### src/rtl/mdu_unit_if.sv
// Handshake and result bundle between the E-stage decode logic and the multiply/divide unit.
// The master drives the request side; the slave (mdu_unit) drives busy, HI, LO and mdu_out.
interface mdu_unit_if;
  logic        start;
  logic [3:0]  mdu_op;
  logic [31:0] A;
  logic [31:0] B;
  logic        busy;
  logic [31:0] HI;
  logic [31:0] LO;
  logic [31:0] mdu_out;

  modport master (
    output start, mdu_op, A, B,
    input  busy, HI, LO, mdu_out
  );

  modport slave (
    input  start, mdu_op, A, B,
    output busy, HI, LO, mdu_out
  );
endinterface

### src/rtl/mdu_unit.sv
// E-stage multiply/divide unit with HI/LO registers: fixed-latency mult/multu/div/divu,
// single-cycle mthi/mtlo and a combinational mfhi/mflo read port.
module mdu_unit #(
  parameter int MULT_CYCLES = 5,
  parameter int DIV_CYCLES  = 10
) (
  input  logic       clk,
  input  logic       reset,
  mdu_unit_if.slave  bus
);

  localparam int MAX_CYCLES = (MULT_CYCLES > DIV_CYCLES) ? MULT_CYCLES : DIV_CYCLES;
  localparam int CNT_W      = $clog2(MAX_CYCLES + 1);

  localparam logic [3:0] OP_MULT  = 4'd1;
  localparam logic [3:0] OP_MULTU = 4'd2;
  localparam logic [3:0] OP_DIV   = 4'd3;
  localparam logic [3:0] OP_DIVU  = 4'd4;
  localparam logic [3:0] OP_MFHI  = 4'd5;
  localparam logic [3:0] OP_MFLO  = 4'd6;
  localparam logic [3:0] OP_MTHI  = 4'd7;
  localparam logic [3:0] OP_MTLO  = 4'd8;

  localparam logic [0:0] S_IDLE = 1'b0;
  localparam logic [0:0] S_RUN  = 1'b1;

  logic [0:0]       r_state;
  logic [CNT_W-1:0] r_cnt;
  logic [3:0]       r_op;
  logic [31:0]      r_a;
  logic [31:0]      r_b;
  logic [31:0]      r_hi;
  logic [31:0]      r_lo;

  logic             w_is_arith;
  logic             w_is_mult_req;
  logic             w_accept;
  logic             w_commit;
  logic             w_op_is_div;
  logic             w_signed_op;
  logic             w_a_neg;
  logic             w_b_neg;
  logic [31:0]      w_a_mag;
  logic [31:0]      w_b_mag;
  logic [63:0]      w_prod_mag;
  logic [63:0]      w_prod;
  logic             w_div_by_zero;
  logic [31:0]      w_quo_mag;
  logic [31:0]      w_rem_mag;
  logic [31:0]      w_quo;
  logic [31:0]      w_rem;
  logic [CNT_W-1:0] w_load_cnt;

  // Request decode
  assign w_is_arith    = (bus.mdu_op >= OP_MULT) && (bus.mdu_op <= OP_DIVU);
  assign w_is_mult_req = (bus.mdu_op == OP_MULT) || (bus.mdu_op == OP_MULTU);
  assign w_accept      = (r_state == S_IDLE) && bus.start && w_is_arith;
  assign w_commit      = (r_state == S_RUN) && (r_cnt == CNT_W'(1));
  assign w_load_cnt    = w_is_mult_req ? CNT_W'(MULT_CYCLES) : CNT_W'(DIV_CYCLES);

  // Signed ops are reduced to unsigned magnitudes; the magnitude of 0x80000000 is
  // itself as an unsigned value, so the most-negative operand needs no special case.
  assign w_op_is_div   = (r_op == OP_DIV) || (r_op == OP_DIVU);
  assign w_signed_op   = (r_op == OP_MULT) || (r_op == OP_DIV);
  assign w_a_neg       = w_signed_op && r_a[31];
  assign w_b_neg       = w_signed_op && r_b[31];
  assign w_a_mag       = w_a_neg ? (~r_a + 32'd1) : r_a;
  assign w_b_mag       = w_b_neg ? (~r_b + 32'd1) : r_b;

  assign w_prod_mag    = {32'd0, w_a_mag} * {32'd0, w_b_mag};
  assign w_prod        = (w_a_neg ^ w_b_neg) ? (~w_prod_mag + 64'd1) : w_prod_mag;

  // Quotient truncates toward zero; remainder follows the dividend's sign.
  assign w_div_by_zero = (r_b == 32'd0);
  assign w_quo_mag     = w_div_by_zero ? 32'd0 : (w_a_mag / w_b_mag);
  assign w_rem_mag     = w_div_by_zero ? 32'd0 : (w_a_mag % w_b_mag);
  assign w_quo         = (w_a_neg ^ w_b_neg) ? (~w_quo_mag + 32'd1) : w_quo_mag;
  assign w_rem         = w_a_neg ? (~w_rem_mag + 32'd1) : w_rem_mag;

  always_ff @(posedge clk or negedge reset) begin
    if (!reset) begin
      r_state <= S_IDLE;
      r_cnt   <= '0;
      r_op    <= 4'd0;
      r_a     <= 32'd0;
      r_b     <= 32'd0;
      r_hi    <= 32'd0;
      r_lo    <= 32'd0;
    end else begin
      case (r_state)
        S_IDLE: begin
          if (w_accept) begin
            r_state <= S_RUN;
            r_cnt   <= w_load_cnt;
            r_op    <= bus.mdu_op;
            r_a     <= bus.A;
            r_b     <= bus.B;
          end else if (!bus.start) begin
            if (bus.mdu_op == OP_MTHI) begin
              r_hi <= bus.A;
            end else if (bus.mdu_op == OP_MTLO) begin
              r_lo <= bus.A;
            end
          end
        end
        S_RUN: begin
          if (w_commit) begin
            r_state <= S_IDLE;
            r_cnt   <= '0;
            if (!w_op_is_div) begin
              r_hi <= w_prod[63:32];
              r_lo <= w_prod[31:0];
            end else if (!w_div_by_zero) begin
              r_hi <= w_rem;
              r_lo <= w_quo;
            end
          end else begin
            r_cnt <= r_cnt - CNT_W'(1);
          end
        end
        default: begin
          r_state <= S_IDLE;
          r_cnt   <= '0;
        end
      endcase
    end
  end

  assign bus.busy = (r_state == S_RUN);
  assign bus.HI   = r_hi;
  assign bus.LO   = r_lo;

  always_comb begin
    bus.mdu_out = 32'd0;
    if (bus.mdu_op == OP_MFHI) begin
      bus.mdu_out = r_hi;
    end else if (bus.mdu_op == OP_MFLO) begin
      bus.mdu_out = r_lo;
    end
  end

endmodule

### src/flat_wrapper.sv
// flat-port wrapper written by rule: the top's interface ports become plain ports
module mdu_unit_flat 
#(
  parameter int MULT_CYCLES = 5,
  parameter int DIV_CYCLES  = 10
)
  (clk, reset, bus_start, bus_mdu_op, bus_A, bus_B, bus_busy, bus_HI, bus_LO, bus_mdu_out);
  mdu_unit_if bus_i ();
  input  logic clk;
  input  logic reset;
  input wire logic [$bits(bus_i.start)-1:0] bus_start;
  input wire logic [$bits(bus_i.mdu_op)-1:0] bus_mdu_op;
  input wire logic [$bits(bus_i.A)-1:0] bus_A;
  input wire logic [$bits(bus_i.B)-1:0] bus_B;
  output wire logic [$bits(bus_i.busy)-1:0] bus_busy;
  output wire logic [$bits(bus_i.HI)-1:0] bus_HI;
  output wire logic [$bits(bus_i.LO)-1:0] bus_LO;
  output wire logic [$bits(bus_i.mdu_out)-1:0] bus_mdu_out;
  assign bus_i.start = bus_start;
  assign bus_i.mdu_op = bus_mdu_op;
  assign bus_i.A = bus_A;
  assign bus_i.B = bus_B;
  assign bus_busy = bus_i.busy;
  assign bus_HI = bus_i.HI;
  assign bus_LO = bus_i.LO;
  assign bus_mdu_out = bus_i.mdu_out;
  mdu_unit #(.MULT_CYCLES(MULT_CYCLES), .DIV_CYCLES(DIV_CYCLES)) u_core (.clk(clk), .reset(reset), .bus(bus_i));
endmodule
### config.mk
export PLATFORM = sky130hd
export DESIGN_NAME = mdu_unit_flat
export DESIGN_NICKNAME = d
export VERILOG_FILES = /design/src/rtl/mdu_unit_if.sv /design/src/rtl/mdu_unit.sv /design/src/flat_wrapper.sv
export SDC_FILE = /design/constraint.sdc
export NUM_CORES = 2
export LEC_CHECK = 0
export ABC_AREA = 1
export CAP_MARGIN = 5
export CORE_UTILIZATION = 60
export CTS_CLUSTER_DIAMETER = 50
export DETAILED_ROUTE_END_ITERATION = 6
export PLACE_DENSITY = 0.87
export SYNTH_ARGS = -nofsm -noshare
export SYNTH_HDL_FRONTEND = slang
export SYNTH_SLANG_ARGS = --single-unit
### constraint.sdc
create_clock -name clk -period 83.2 [get_ports clk]
set_clock_uncertainty 0.1 [all_clocks]
set_input_delay 12.48 -clock clk [delete_from_list [all_inputs] [get_ports clk]]
set_output_delay 12.48 -clock clk [all_outputs]
set_load 0.02 [all_outputs]
=== Yosys cells after proc, flatten, opt, wreduce, memory -nomap -nowiden ===
Cells that the tools add are included.

* Register bits: 137
* Input bits: 71
* Output and inout port bits: 97

* $add $sub $neg: 6
* Multiply operators: 1
* Div/mod/pow operators: 2
* Magnitude comparators: 2
* Equality and inequality tests: 18
* Mux-type cells: 31
* Bitwise gates (word level): 7
* Reduce and logical (&&, ||, !) cells: 13

{| class="wikitable"
|+ Operators with widths
! operator !! number
|-
| $mux 32 || 21
|-
| $add 32x1->32 const B || 4
|-
| $not 32->32 || 4
|-
| $pmux 32 s2 || 2
|-
| $add 64x1->64 const B || 1
|-
| $mul 32x32->64 || 1
|-
| $mux 64 || 1
|-
| $not 64->64 || 1
|-
| $div 32x32->32 || 1
|-
| $logic_not 32->1 || 1
|-
| $mod 32x32->32 || 1
|-
| $eq 4x3->1 const B || 4
|-
| $eq 4x1->1 const B || 3
|-
| $mux 4 || 3
|-
| $ne 2x2->1 const B || 6
|-
| $eq 4x2->1 const B || 2
|-
| $pmux 4 s2 || 1
|-
| $logic_and 1x1->1 || 6
|-
| $reduce_and 6->1 || 1
|-
| $reduce_and 5->1 || 1
|-
| $eq 4x4->1 const B || 1
|-
| $ge 4x1->1 const B || 1
|-
| $le 4x3->1 const B || 1
|-
| $sub 4x1->4 const B || 1
|-
| other kinds (8) || 11
|}

=== Longest topological paths before layout ===
* Depth in word-level cells: 13
* Mapped depth: 571
* Gate-level depth less buffers: 564

=== Least setup slack after synthesis ===
OpenSTA, ideal clock, no wires.

* Kind: register to register
* Start point: register u_core.r_b[0]
* End point: register u_core.r_hi[31] (netlist: u_core.bus.HI[31])
* Data arrival time: 65.964 ns
* Required time: 83.027 ns
* Slack: 17.063 ns
* Cell stages (with the launch flop): 535
* Path buffers: 21
* Period minus slack after synthesis: 66.137 ns
* Path through: dfrtp_1 > buf_4 > inv_4 > buf_2 > ha_1 > or2_2 > xor2_1 > nand3_1 > nor2_1 > nand3_1 > and2_1 > ha_1 > o21a_1 > nor2_1 > nor2_1 > nand2_1 > inv_1 > nand2_1 > (+499 left out) > nand2_2 > nor2_4 > nand4_2 > nor2_2 > nand3_2 > nor2_4 > nand4_2 > nor2_1 > nand3_2 > nor2_2 > inv_2 > nor2_2 > nand3_1 > nand3_1 > nand3_1 > nand2_1 > nand2_1 > a21oi_2

* Word-level cells in the longest chain between the ends: 12

{| class="wikitable"
|+ RTL lines
! item !! line !! text
|-
| start: declaration || mdu_unit.sv:31 || <nowiki>logic [31:0] r_b;</nowiki>
|-
| start signal: assignment || mdu_unit.sv:97 || <nowiki>r_b <= bus.B;</nowiki>
|-
| $not 32->32 || mdu_unit.sv:68 || <nowiki>assign w_b_mag = w_b_neg ? (~r_b + 32'd1) : r_b;</nowiki>
|-
| $add 32x1->32 || mdu_unit.sv:68 ||
|-
| $mux 32 || mdu_unit.sv:68 ||
|-
| $mod 32x32->32 || mdu_unit.sv:76 || <nowiki>assign w_rem_mag = w_div_by_zero ? 32'd0 : (w_a_mag % w_b_mag);</nowiki>
|-
| $mux 32 || mdu_unit.sv:76 ||
|-
| $not 32->32 || mdu_unit.sv:78 || <nowiki>assign w_rem = w_a_neg ? (~w_rem_mag + 32'd1) : w_rem_mag;</nowiki>
|-
| $add 32x1->32 || mdu_unit.sv:78 ||
|-
| $mux 32 || mdu_unit.sv:78 ||
|-
| $mux 32 || mdu_unit.sv:113 || <nowiki>end else if (!w_div_by_zero) begin</nowiki>
|-
| $mux 32 || mdu_unit.sv:110 || <nowiki>if (!w_op_is_div) begin</nowiki>
|-
| $mux 32 || mdu_unit.sv:107 || <nowiki>if (w_commit) begin</nowiki>
|-
| $pmux 32 s2 || mdu_unit.sv:90 || <nowiki>case (r_state)</nowiki>
|-
| end signal: assignment || mdu_unit.sv:100 || <nowiki>r_hi <= bus.A;</nowiki>
|-
| end signal: assignment || mdu_unit.sv:111 || <nowiki>r_hi <= w_prod[63:32];</nowiki>
|-
| end signal: assignment || mdu_unit.sv:114 || <nowiki>r_hi <= w_rem;</nowiki>
|-
| end: declaration || mdu_unit.sv:32 || <nowiki>logic [31:0] r_hi;</nowiki>
|}

Parallel ways exist; a longest one is shown, timed or not. The select of a mux whose other input is x is not followed.
A chain may end at the register's enable or synchronous reset.

=== Worst setup path after layout ===
* Start point: register u_core.r_op[2]
* End point: register u_core.r_hi[31] (netlist: u_core.bus.HI[31])

* Word-level cells in the longest chain between the ends: 13

{| class="wikitable"
|+ RTL lines
! item !! line !! text
|-
| start: declaration || mdu_unit.sv:29 || <nowiki>logic [3:0] r_op;</nowiki>
|-
| start signal: assignment || mdu_unit.sv:95 || <nowiki>r_op <= bus.mdu_op;</nowiki>
|-
| $eq 4x1->1 / $eq 4x2->1 (equally long branches) || mdu_unit.sv:64, mdu_unit.sv:63 ||
|-
| $logic_or 1x1->1 || mdu_unit.sv:64 || <nowiki>assign w_signed_op = (r_op == OP_MULT) || (r_op == OP_DIV);</nowiki>
|-
| $logic_and 1x1->1 (on tied branches) || mdu_unit.sv:65, mdu_unit.sv:66 ||
|-
| $mux 32 (on tied branches) || mdu_unit.sv:67, mdu_unit.sv:68 ||
|-
| $mod 32x32->32 || mdu_unit.sv:76 ||
|-
| $mux 32 || mdu_unit.sv:76 ||
|-
| $not 32->32 || mdu_unit.sv:78 ||
|-
| $add 32x1->32 || mdu_unit.sv:78 ||
|-
| $mux 32 || mdu_unit.sv:78 ||
|-
| $mux 32 || mdu_unit.sv:113 ||
|-
| $mux 32 || mdu_unit.sv:110 ||
|-
| $mux 32 || mdu_unit.sv:107 ||
|-
| $pmux 32 s2 || mdu_unit.sv:90 ||
|}

Parallel ways exist; a longest one is shown, timed or not. The select of a mux whose other input is x is not followed.

==> run metrics <==
initial DRC count=9233; syn nets=12790; Worst Max-Slew Pin Slew=1.403 ns; Setup TNS=0 ns; required time of the critical path=83.52 ns; slowest stage delay, CP=0.78 ns; crit share post-route=92.19%; IO Count=168; DIE WIDTH=352.2 um; Final Max Slew Viols=0; vias=77020; Setup WS post-layout=6.495 ns; Critical-path top delay cell=nor2_4; worst slack at placement=1.380 ns; total placed cells including tap cells=12600; Highest Clock Rate=13.04 MHz; Detailed Route WL=294300 um; Post-synth top cells=2928 x nand2_1, 2090 x inv_1, 897 x fa_1; Hold Path Origin=u_core.r_a[31]$_DFFE_PN0P_; area of the mapped netlist=73600 sq um; Top FF cell, synth=dfrtp_1; worst min path class=reg -> reg; CP arrival=77.02 ns; vias per cell=6.068; Num CTS Buffers=17; # H-tree levels=4; port bufs=167; Sequential Area=3433 sq um; Gate Count Post-Synth=11020; Fill cells=11010; Yosys cell types=77; count leader, synth=nand2_1; vias in the first global route=75800; reg2reg setup slack=6.50 ns; nets=12810; initial antenna violation count=23; Total GRT Usage=46.65%; clk_lat worst skew=0.49 ns; CTS tree=yes; DR WL/cell=23.19 um; share of cells above drive strength 1=5.973%; Row Count=128; hold_buf cts=0; outcome=finished, final reports clean; Synth Warn #=0; final setup vio count=0; hold endpoint=u_core.r_a[31]$_DFFE_PN0P_; crit path time final=76.70 ns; CP startpoint=u_core.r_op[2]$_DFFE_PN0P_; area leader, netlist=fa_1; pin count of the biggest net entering global routing=86; fraction of registers with async set/reset=100.0%; number of register bits inferred by synthesis=137; CTS root buf=clkbuf_16; crit path max fanout=37; first-pass GRT wire length=442500 um; Min-Delay Path Depth=2; number of synthesized flops with an enable pin=0; Worst Setup Path Type=reg -> reg; kind of start point of the critical path=flip-flop; die area=124100 sq um; total gr overflow=0; final hold vios=0; relative slew slack=6.124%; Syn Area/Cell=6.682 sq um; CTS Sinks=137; Max Buffers Root-to-Sink=2; worst reg2reg path startpoint=u_core.r_op[2]$_DFFE_PN0P_; post-route antenna net violation count=0; R2R cell count=507; Core ar.=121700 sq um; crit end category=flip-flop; die height=352.2 um; CTS clk-pin slew, worst paths=0.08 ns; area delta synth->final=6.409%; r2r endpoint=u_core.bus.HI[31]$_DFFE_PN0P_; fin cells=12690; Synth top area share=24.40%; Max-cap violations=0; HPWL after DPL=230100 um; TritonRoute pass-1 iters=7; most frequent CP cell=nand2_1; register area share after synthesis=4.658%; main area contributors after synthesis=fa_1 24%, nand2_1 15%, ha_1 14%; # DRC=0; global placer's final weighted congestion=1.084; Starting Density=60.47%; area of the multi-input gates=60880 sq um
[cells by family after synthesis]
kind of cell	Yosys count	share of synthesized area, %
simple gates	4829	27.94
buf+inv	2511	13.43
fa+ha+maj	1701	38.07
compound gates	1434	11.11
xor+xnor	402	4.784
flops	137	4.658
mux	1	0.01360
[area by class of cell]
cell class | count | area share, %
inverters | 2155 | 10.43
multi-input cells | 8373 | 77.73
well taps | 1625 | 2.596
diodes | 18 | 0.05751
repair buffers | 353 | 4.032
clock buffers | 17 | 0.5432
flip-flops and latches | 137 | 4.384
clock inverters | 15 | 0.2205
[registers in the layout, summed over array words and instances, names as in the netlist]
register	count
u_core.bus.HI	32
u_core.bus.LO	32
u_core.r_a	32
u_core.r_b	32
u_core.r_cnt	4
u_core.r_op	4
u_core.bus.busy	1
[placed cells by master (no fill, tap or decap), drive strengths merged, types with 16 or more instances in the layout]
cell,count
nor3,121
nor2,801
diode,18
buf,184
a211oi,27
o31ai,23
ha,804
nand4,98
dfrtp,137
o22ai,25
xor2,273
clkdlybuf4s50,166
a21oi,636
clkinv,27
clkbuf,20
o21bai,51
nand2,3007
a31oi,82
nand3b,20
a221oi,16
and2,22
xnor2,129
nor4,39
a21o,29
o221ai,16
fa,897
or2,140
nand3,578
inv,2133
o21ai,430
o21a,21
o211ai,27
[metal layers]
layer,vias to the layer above,GRT usage (%),part of all wire (%)
met1,36020,54.86,35
met2,5028,70.98,42
met4,10,37.90,10
met3,1504,13.44,13
met5,-,0,0.033
li1,34450,-,-
[through the flow]
stage          cell area [sq um]  util [%]  hold slack [ns]
2_1_floorplan              73600         -           0.3530
3_3_place_gp               76830     63.12           0.3714
3_5_place_dp               76830     63.12           0.3855
4_1_cts                    77420     63.61           0.4103
5_1_grt                    78300     64.33           0.4434
6_report                   78320     64.34           0.4098
[repair_timing]
item,CTS,global route
resized for setup,0,113
hold endpoints to repair,0,0
buffers inserted,0,36
setup endpoints to repair,0,64
[critical path, delay by kind of cell, from the launching register on]
kind | cells | cell delay (ns)
xor+xnor | 3 | 0.42
simple gates | 249 | 30.80
flops | 1 | 0.41
compound gates | 142 | 27.13
fa+ha+maj | 31 | 9.54
buf+inv | 82 | 7.93
[worst max-delay path by stage]
| stage | to | cells after the start | slack [ns] |
|---|---|---|---|
| finish | u_core.bus.HI[31]$_DFFE_PN0P_ | 507 | 6.50 |
| global route | u_core.bus.HI[30]$_DFFE_PN0P_ | 542 | -0.35 |
| CTS | u_core.bus.HI[31]$_DFFE_PN0P_ | 529 | 1.11 |
| detailed placement | u_core.bus.HI[31]$_DFFE_PN0P_ | 531 | 1.38 |
| global placement | u_core.bus.HI[31]$_DFFE_PN0P_ | 533 | 3.71 |
| floorplan | u_core.bus.HI[31]$_DFFE_PN0P_ | 534 | 17.06 |
Power is left out: the tool's default activity adds up to more than one toggle a clock period on the data nets, which glitch-free logic cannot reach.
